===== src/rtl/servo_cmd_rx.sv =====
// UART 8N1 command receiver: turns framed {A5, HI, LO, CHK} packets into a clamped
// 16-bit servo angle, holding the last good value through noise or a lost link.
//
// bit receiver  | meaning
// B_IDLE        | line idle, waiting for rx_s low
// B_START       | half-bit wait, then confirm the start bit
// B_DATA        | sample 8 data bits, LSB first
// B_STOP        | sample the stop bit, emit byte_stb or stop_err
//
// frame parser  | meaning
// P_HUNT        | waiting for the 0xA5 header
// P_HI          | next byte is the angle high byte
// P_LO          | next byte is the angle low byte
// P_CHK         | next byte is the checksum
module servo_cmd_rx #(
  parameter int CLK_HZ       = 50_000_000,
  parameter int BAUD         = 115_200,
  parameter int ANGLE_MAX    = 180,
  parameter int ANGLE_INIT   = 90,
  parameter int TIMEOUT_CLKS = 4 * 10 * (CLK_HZ / BAUD)
) (
  input  logic        clk,
  input  logic        rst,
  input  logic        rx,
  output logic [15:0] angle_raw,
  output logic        angle_valid,
  output logic        err_chk,
  output logic        err_frame
);

  localparam int CPB   = CLK_HZ / BAUD;
  localparam int HALF  = CPB / 2;
  localparam int CNT_W = $clog2(CPB + 1);
  localparam int GAP_W = $clog2(TIMEOUT_CLKS + 1);
  localparam logic [CNT_W-1:0] CPB_LD  = CNT_W'(CPB - 1);
  localparam logic [CNT_W-1:0] HALF_LD = CNT_W'(HALF - 1);
  localparam logic [GAP_W-1:0] GAP_LD  = GAP_W'(TIMEOUT_CLKS);
  localparam logic [15:0]      A_MAX   = 16'(ANGLE_MAX);
  localparam logic [15:0]      A_INIT  = 16'(ANGLE_INIT);

  typedef enum logic [1:0] {B_IDLE, B_START, B_DATA, B_STOP} bit_state_t;
  typedef enum logic [1:0] {P_HUNT, P_HI, P_LO, P_CHK} frm_state_t;

  logic             rx_m, rx_s;
  bit_state_t       b_state;
  logic [CNT_W-1:0] bit_cnt;
  logic [2:0]       bit_idx;
  logic [7:0]       shreg;
  logic             byte_stb, stop_err;

  frm_state_t       p_state;
  logic [7:0]       hi_q, lo_q;
  logic [GAP_W-1:0] gap_cnt;
  logic             timeout;

  always_ff @(posedge clk or posedge rst) begin
    if (rst) {rx_m, rx_s} <= 2'b11;
    else     {rx_m, rx_s} <= {rx, rx_m};
  end

  always_ff @(posedge clk or posedge rst) begin
    if (rst) begin
      b_state  <= B_IDLE;
      bit_cnt  <= '0;
      bit_idx  <= '0;
      shreg    <= '0;
      byte_stb <= 1'b0;
      stop_err <= 1'b0;
    end else begin
      byte_stb <= 1'b0;
      stop_err <= 1'b0;
      case (b_state)
        B_IDLE: begin
          if (!rx_s) begin
            b_state <= B_START;
            bit_cnt <= HALF_LD;
          end
        end
        B_START: begin
          if (bit_cnt != '0) bit_cnt <= bit_cnt - 1'b1;
          else if (rx_s) b_state <= B_IDLE;
          else begin
            b_state <= B_DATA;
            bit_cnt <= CPB_LD;
            bit_idx <= '0;
          end
        end
        B_DATA: begin
          if (bit_cnt != '0) bit_cnt <= bit_cnt - 1'b1;
          else begin
            shreg   <= {rx_s, shreg[7:1]};
            bit_cnt <= CPB_LD;
            bit_idx <= bit_idx + 1'b1;
            if (bit_idx == 3'd7) b_state <= B_STOP;
          end
        end
        B_STOP: begin
          if (bit_cnt != '0) bit_cnt <= bit_cnt - 1'b1;
          else begin
            b_state <= B_IDLE;
            if (rx_s) byte_stb <= 1'b1;
            else      stop_err <= 1'b1;
          end
        end
        default: b_state <= B_IDLE;
      endcase
    end
  end

  // An arriving byte always beats an expiring gap timer in the same cycle.
  assign timeout = (p_state != P_HUNT) && (gap_cnt == '0) && !byte_stb;

  always_ff @(posedge clk or posedge rst) begin
    if (rst) begin
      p_state     <= P_HUNT;
      hi_q        <= '0;
      lo_q        <= '0;
      gap_cnt     <= '0;
      angle_raw   <= A_INIT;
      angle_valid <= 1'b0;
      err_chk     <= 1'b0;
      err_frame   <= 1'b0;
    end else begin
      angle_valid <= 1'b0;
      err_chk     <= 1'b0;
      err_frame   <= 1'b0;

      if (byte_stb)               gap_cnt <= GAP_LD;
      else if (p_state == P_HUNT) gap_cnt <= '0;
      else if (gap_cnt != '0)     gap_cnt <= gap_cnt - 1'b1;

      if (stop_err) begin
        p_state   <= P_HUNT;
        err_frame <= 1'b1;
      end else if (byte_stb) begin
        case (p_state)
          P_HUNT: if (shreg == 8'hA5) p_state <= P_HI;
          P_HI: begin
            hi_q    <= shreg;
            p_state <= P_LO;
          end
          P_LO: begin
            lo_q    <= shreg;
            p_state <= P_CHK;
          end
          P_CHK: begin
            p_state <= P_HUNT;
            if (shreg == (hi_q ^ lo_q ^ 8'h5A)) begin
              angle_raw   <= ({hi_q, lo_q} > A_MAX) ? A_MAX : {hi_q, lo_q};
              angle_valid <= 1'b1;
            end else begin
              err_chk <= 1'b1;
            end
          end
          default: p_state <= P_HUNT;
        endcase
      end else if (timeout) begin
        p_state   <= P_HUNT;
        err_frame <= 1'b1;
      end
    end
  end

endmodule


===== config.mk =====
export PLATFORM = sky130hd
export DESIGN_NAME = servo_cmd_rx
export DESIGN_NICKNAME = d
export VERILOG_FILES = /design/src/rtl/servo_cmd_rx.sv
export SDC_FILE = /design/constraint.sdc
export NUM_CORES = 1
export LEC_CHECK = 0
export ABC_CLOCK_PERIOD_IN_PS = 2200
export BUFFER_PORTS_ARGS = -buffer_cell sky130_fd_sc_hd__buf_2
export CORE_MARGIN = 8
export CORE_UTILIZATION = 53
export DETAILED_ROUTE_END_ITERATION = 6
export PLACE_DENSITY_LB_ADDON = 0.08
export SETUP_SLACK_MARGIN = 0.05
export SKIP_CTS_REPAIR_TIMING = 1
export SLEW_MARGIN = 20
export SYNTH_ARGS = -nofsm -noshare
export SYNTH_HDL_FRONTEND = slang
export SYNTH_SLANG_ARGS = --single-unit

===== constraint.sdc =====
create_clock -name clk -period 2.2 [get_ports clk]
set_input_delay 0.11 -clock clk [delete_from_list [all_inputs] [get_ports clk]]
set_output_delay 0.11 -clock clk [all_outputs]
set_load 0.02 [all_outputs]

-- Word level (Yosys, flattened, before mapping)
Index checks and enable logic that the tools add are counted.
- add/subtract/negate cells: 3
- order comparisons: 1
- equal/unequal tests: 18
- multiplexer cells: 43
- bitwise logic cells: 4
- reductions and logical operators: 20
- operator list (operator ; number):
    2-to-1 mux 15 bit ; 3
    2-to-1 mux 9 bit ; 5
    one-hot mux 9 bit (4 select lines) ; 1
    2-to-1 mux 2 bit ; 10
    2-to-1 mux 1 bit ; 17
    greater-than comparator 16 x 8 -> 1 bit, second input constant ; 1
    2-to-1 mux 16 bit ; 1
    one-hot mux 2 bit (4 select lines) ; 2
    zero test 15 bit ; 1
    nonzero test 15 bit ; 1
    subtractor 15 x 1 -> 15 bit, second input constant ; 1
    inequality test 2 bit, second input constant ; 7
    2-to-1 mux 3 bit ; 3
    AND reduction 3 bit ; 3
    nonzero test 9 bit ; 1
    subtractor 9 x 1 -> 9 bit, second input constant ; 1
    == test 2 bit, second input constant ; 4
    == test 8 bit ; 1
    == test 8 bit, second input constant ; 1
    AND reduction 4 bit ; 2
    bitwise XOR 8 bit ; 1
    one-hot mux 3 bit (2 select lines) ; 1
    nonzero test 3 bit ; 2
    AND reduction 5 bit ; 1
    other kinds (12) ; 18
- register bits after elaboration: 78
- input port bits: 3
- word-level logic and storage cells: 105

-- Logic depth before layout (Yosys ltp)
- depth after elaboration: 7
- mapped depth: 8
- mapped depth without buffers: 7

-- Least setup slack after synthesis
No wires, ideal clock.
- path type: reg2reg
- start: reg bit_cnt[0]
- end: reg bit_cnt[4]
- arrival time: 1.938 ns
- setup slack: 0.134 ns
- stages on the path, launching flop included: 9
- cell sequence: dfrtp_1 -> inv_1 -> ha_1 -> or3b_2 -> buf_2 -> o41ai_4 -> nor3_1 -> a21oi_1 -> o22ai_1
- cells in the longest elaborated chain, start to end: 3
- elaborated cells on any way between the ends: 9
- ends and longest elaborated chain (item ; line ; text):
    start: declaration ; 46 ; logic [CNT_W-1:0] bit_cnt;
    start signal: assignment ; 80 ; if (bit_cnt != '0) bit_cnt <= bit_cnt - 1'b1;
    start signal: assignment ; 89 ; if (bit_cnt != '0) bit_cnt <= bit_cnt - 1'b1;
    start signal: assignment ; 98 ; if (bit_cnt != '0) bit_cnt <= bit_cnt - 1'b1;
    subtractor 9 x 1 -> 9 bit or nonzero test 9 bit (tied branches) ; 80, 89, 98 ;
    2-to-1 mux 9 bit (tied with other cells) ; 98 ;
    one-hot mux 9 bit (4 select lines) or AND reduction 3 bit (tied branches) ; - ;
Several ways; a longest one is shown, not always the timed one. The select of a mux whose other input is x is not followed.
A chain may end at the register's enable or synchronous reset.

-- Worst setup path after layout
- start: reg bit_cnt[1]
- end: reg bit_cnt[0]
- cells in the longest elaborated chain, start to end: 3
- elaborated cells on any way between the ends: 7
- ends and longest elaborated chain (item ; line):
    nonzero test 9 bit (*) ; 80, 89, 98
    2-to-1 mux 9 bit (tied with other cells) ; 89
    one-hot mux 9 bit (4 select lines) or AND reduction 3 bit (tied branches) ; -
Mark *: on every way between the ends. The rest lies on a longest branch, timed or not.

==> results.yml <==
detailed_routing:
  ant_nets: 0
  vias: 2633
  dr.pass1.iters: 4
  post_drt_wl_per_cell_um: 14.39
  drt_iter0_drc: 72
  drcViolationCount: 0
  viasPerCell: 5.384
  routed_wl_um: 7036
worst_setup_path:
  start_kind: "flop"
  endpoint_kind: "flop"
  crit_start: "bit_cnt[1]$_DFFE_PP0P_"
  cp_data_arrival_time_ps: 2290
  worstPathMaxFanout: 6
  r2r_slack_ps: 160
  worst-setup-path-type: "reg2reg"
  worstReg2RegStart: "bit_cnt[1]$_DFFE_PP0P_"
  cp-endpoint: "bit_cnt[0]$_DFFE_PP0P_"
  reg2reg_depth: 7
  worst_ep_required_time_ps: 2460
  reg2reg_to: "bit_cnt[0]$_DFFE_PP0P_"
power:
  p_seq_share_pct: 60.3
  p_int_mw: 1.845
  ir_worst_vdd_mv: 0.2572
  power.density_nw_per_um2: 536.7
  pwr-share-comb_pct: 1.6
  p_switching_mw: 0.5411
  netSwitchingFraction_pct: 22.67
  power.leakage_nw: 2.258
  power_frac_clock_pct: 38.2
logic_synthesis:
  ys.flop_type: "dfrtp_1"
  synthAdderAreaFrac_pct: 4.518
  synth.avg_cell_area_um2: 11.51
  syn_area_um2: 3877
  synth_mux_area_share_pct: 7.744
  synth_compound_area_share_pct: 11.23
  synth.net_count: 354
  synth_edf_count: 0
  synth_top_family_by_area: "simple AND/OR/NAND/NOR gates"
  ys_types: 58
  synth_xor_xnor_area_share_pct: 7.260
  yosys_warnings: 0
  ys_ff_latch: 78
  async_flop_share_pct: 100.0
  synthSimpleGateAreaFrac_pct: 15.59
  synthCells: 337
  yosysSeqAreaShare_pct: 50.53
final_layout:
  syn_to_final_growth_pct: 14.68
  n_antenna_cell: 0
  final_cells: 489
  final_common_cell: "dfrtp_1"
  final_nets: 402
  design_area_um2: 4447
  drive_gt1_share_pct: 26.92
  fin_util_pct: 61.97
  most-common-layout-cells: "72 x dfrtp_1, 25 x nand2_1, 24 x mux2_2"
floorplan:
  die_x_um: 101.5
  fp.dieArea_um2: 10310
  core-area_um2: 7176
  num_io_pins: 22
  die_height_um: 101.5
  rows: 31
  start_util_pct: 54.04
timing:
  post-route-period-util_pct: 92.50
  final_max_slew_viol_count: 0
  fmax_mhz: 491.4
  worstMarginPinSlew_ps: 648.4
  rsz0062_at_grt: "false"
  setup_tns_ps: 0
  worst_slack_ps: 164.9
  slew_headroom_pct: 56.72
  hold_viol: 0
  skew_ps: 11.36
  layout_min_cycle_time_ps: 2035
  finalSetupViolCount: 0
global_routing:
  grt-ovfl-total: 0
  grt_pass1_vias: 2529
  grt_pass1_wl_um: 12130
  antenna_found_initial: 0
  grt_max_degree: 42
  track_usage_pct: 14.89
placement:
  place.gp.congestion: 0.8424
  dpl.cell_count: 467
  dpl_worst_slack_ps: 32.20
  place_hpwl_um: 5094
  io_buffers: 21
  place_area_um2: 4214
clock_network:
  cts-buffers-inserted: 9
  cts_root_buffer: "clkbuf_8"
  cts_tree: "built"
  cts.clk_slew.worst_paths_ps: 70
  clkSinkCount: 78
  clock_latency_ps: 350
  h-tree-depth: 3
  cts_buffer_depth: 2
run:
  maxCapViolations: 0
hold_path:
  holdCritPathClass: "reg2reg"
status:
  status: "finished clean"
state kept, by name, indices dropped and copies added (netlist names), named ones only:
signal       count
byte_stb         1
b_state          1
angle_valid      1
angle_raw       16
rx_s             1
bit_cnt          9
stop_err         1
gap_cnt         15
shreg            8
rx_m             1
err_chk          1
bit_idx          3
err_frame        1
lo_q             8
p_state          2
hi_q             8
worst min path at each step:
stage | startpoint | end | slack (ps) | cells after the start
after detailed placement | rst | gap_cnt[13]$_DFFE_PP0P_ | 220 | 2
after CTS | rst | gap_cnt[12]$_DFFE_PP0P_ | -160 | 2
final | rx_m$_DFF_PP1_ | rx_s$_DFF_PP1_ | 360 | 0
after global placement | rst | gap_cnt[13]$_DFFE_PP0P_ | 220 | 2
after floorplan | rx | rx_m$_DFF_PP1_ | 110 | 0
after global routing | rx_m$_DFF_PP1_ | rx_s$_DFF_PP1_ | 370 | 0
power by group through the flow:
stage          sequential [mW]  clock, mW  combinational (mW)
6_report                  1.44      0.910              0.0375
5_1_grt                   1.44      0.989              0.0454
4_1_cts                   1.44      0.938              0.0376
3_5_place_dp              1.47          0              0.0376
3_3_place_gp              1.47          0              0.0378
2_1_floorplan             1.47          0              0.0227
layout make-up:
type	count	area (µm²)
Clock buffer	9	123.9
Clock inverter	7	41.29
Fill cell	595	2729
Inverter	20	76.32
Multi-Input combinational cell	232	1814
Sequential cell	78	1959
Tap cell	99	123.9
Timing Repair Buffer	44	307.8
stage by stage:
stage                     hold WS [ps]  power, mW
after floorplan                  114.5      1.488
after global placement           217.0      1.504
after detailed placement         216.5      1.504
after CTS                       -159.3      2.414
after global routing             366.6      2.473
final                            357.1      2.386
cell usage after synthesis (3+ instances only):
cell type  instances  area, µm²
a21o_1             3      22.52
xnor3_1            4      90.09
o21ai_0           17      85.08
ha_1              14      175.2
nor2_1            20      75.07
nand2b_1           3      18.77
nand2_1           25      93.84
nand3_1            7      35.03
xor2_1            10      87.58
nor2b_1           11      68.82
mux2i_1            3      30.03
xor3_1             4      95.09
nor4_1             6      37.54
inv_1             20      75.07
nor3b_1            4      30.03
nor3_1            10      50.05
dfstp_2            6      157.7
o22ai_1            5      31.28
mux2_2            24      270.3
nand3b_1           3      22.52
a21oi_1           11      55.05
dfrtp_1           72       1802
clkbuf_1           3      11.26
a211oi_1           4      30.03
per-layer routing:
metal	vias to the layer above	global-route usage, %	share of wire, %
met3	15	2.543	4.0
met5	-	0	0
met1	1279	20.00	47
li1	1294	-	-
met4	0	7.331	2.3
met2	45	22.74	47
cell families (layout without fill, tap and decap cells):
group,count (synthesis),in the layout
DFF,78,78
AOI/OAI and AO/OA,63,63
xor gates and xnor gates,19,19
muxes,27,27
and+or+nand+nor,109,109
adders and majority gates,14,14
buffers and inverters,27,80
critical path, stage by stage, from the launching register on:
cell and delay, ps:
dfrtp_1 400, inv_1 80, ha_2 190, or3b_4 440
nor3_4 320, nand2_1 130, a211o_1 310, o21ai_0 80
Note: power is estimated with default switching activity, not from simulation.
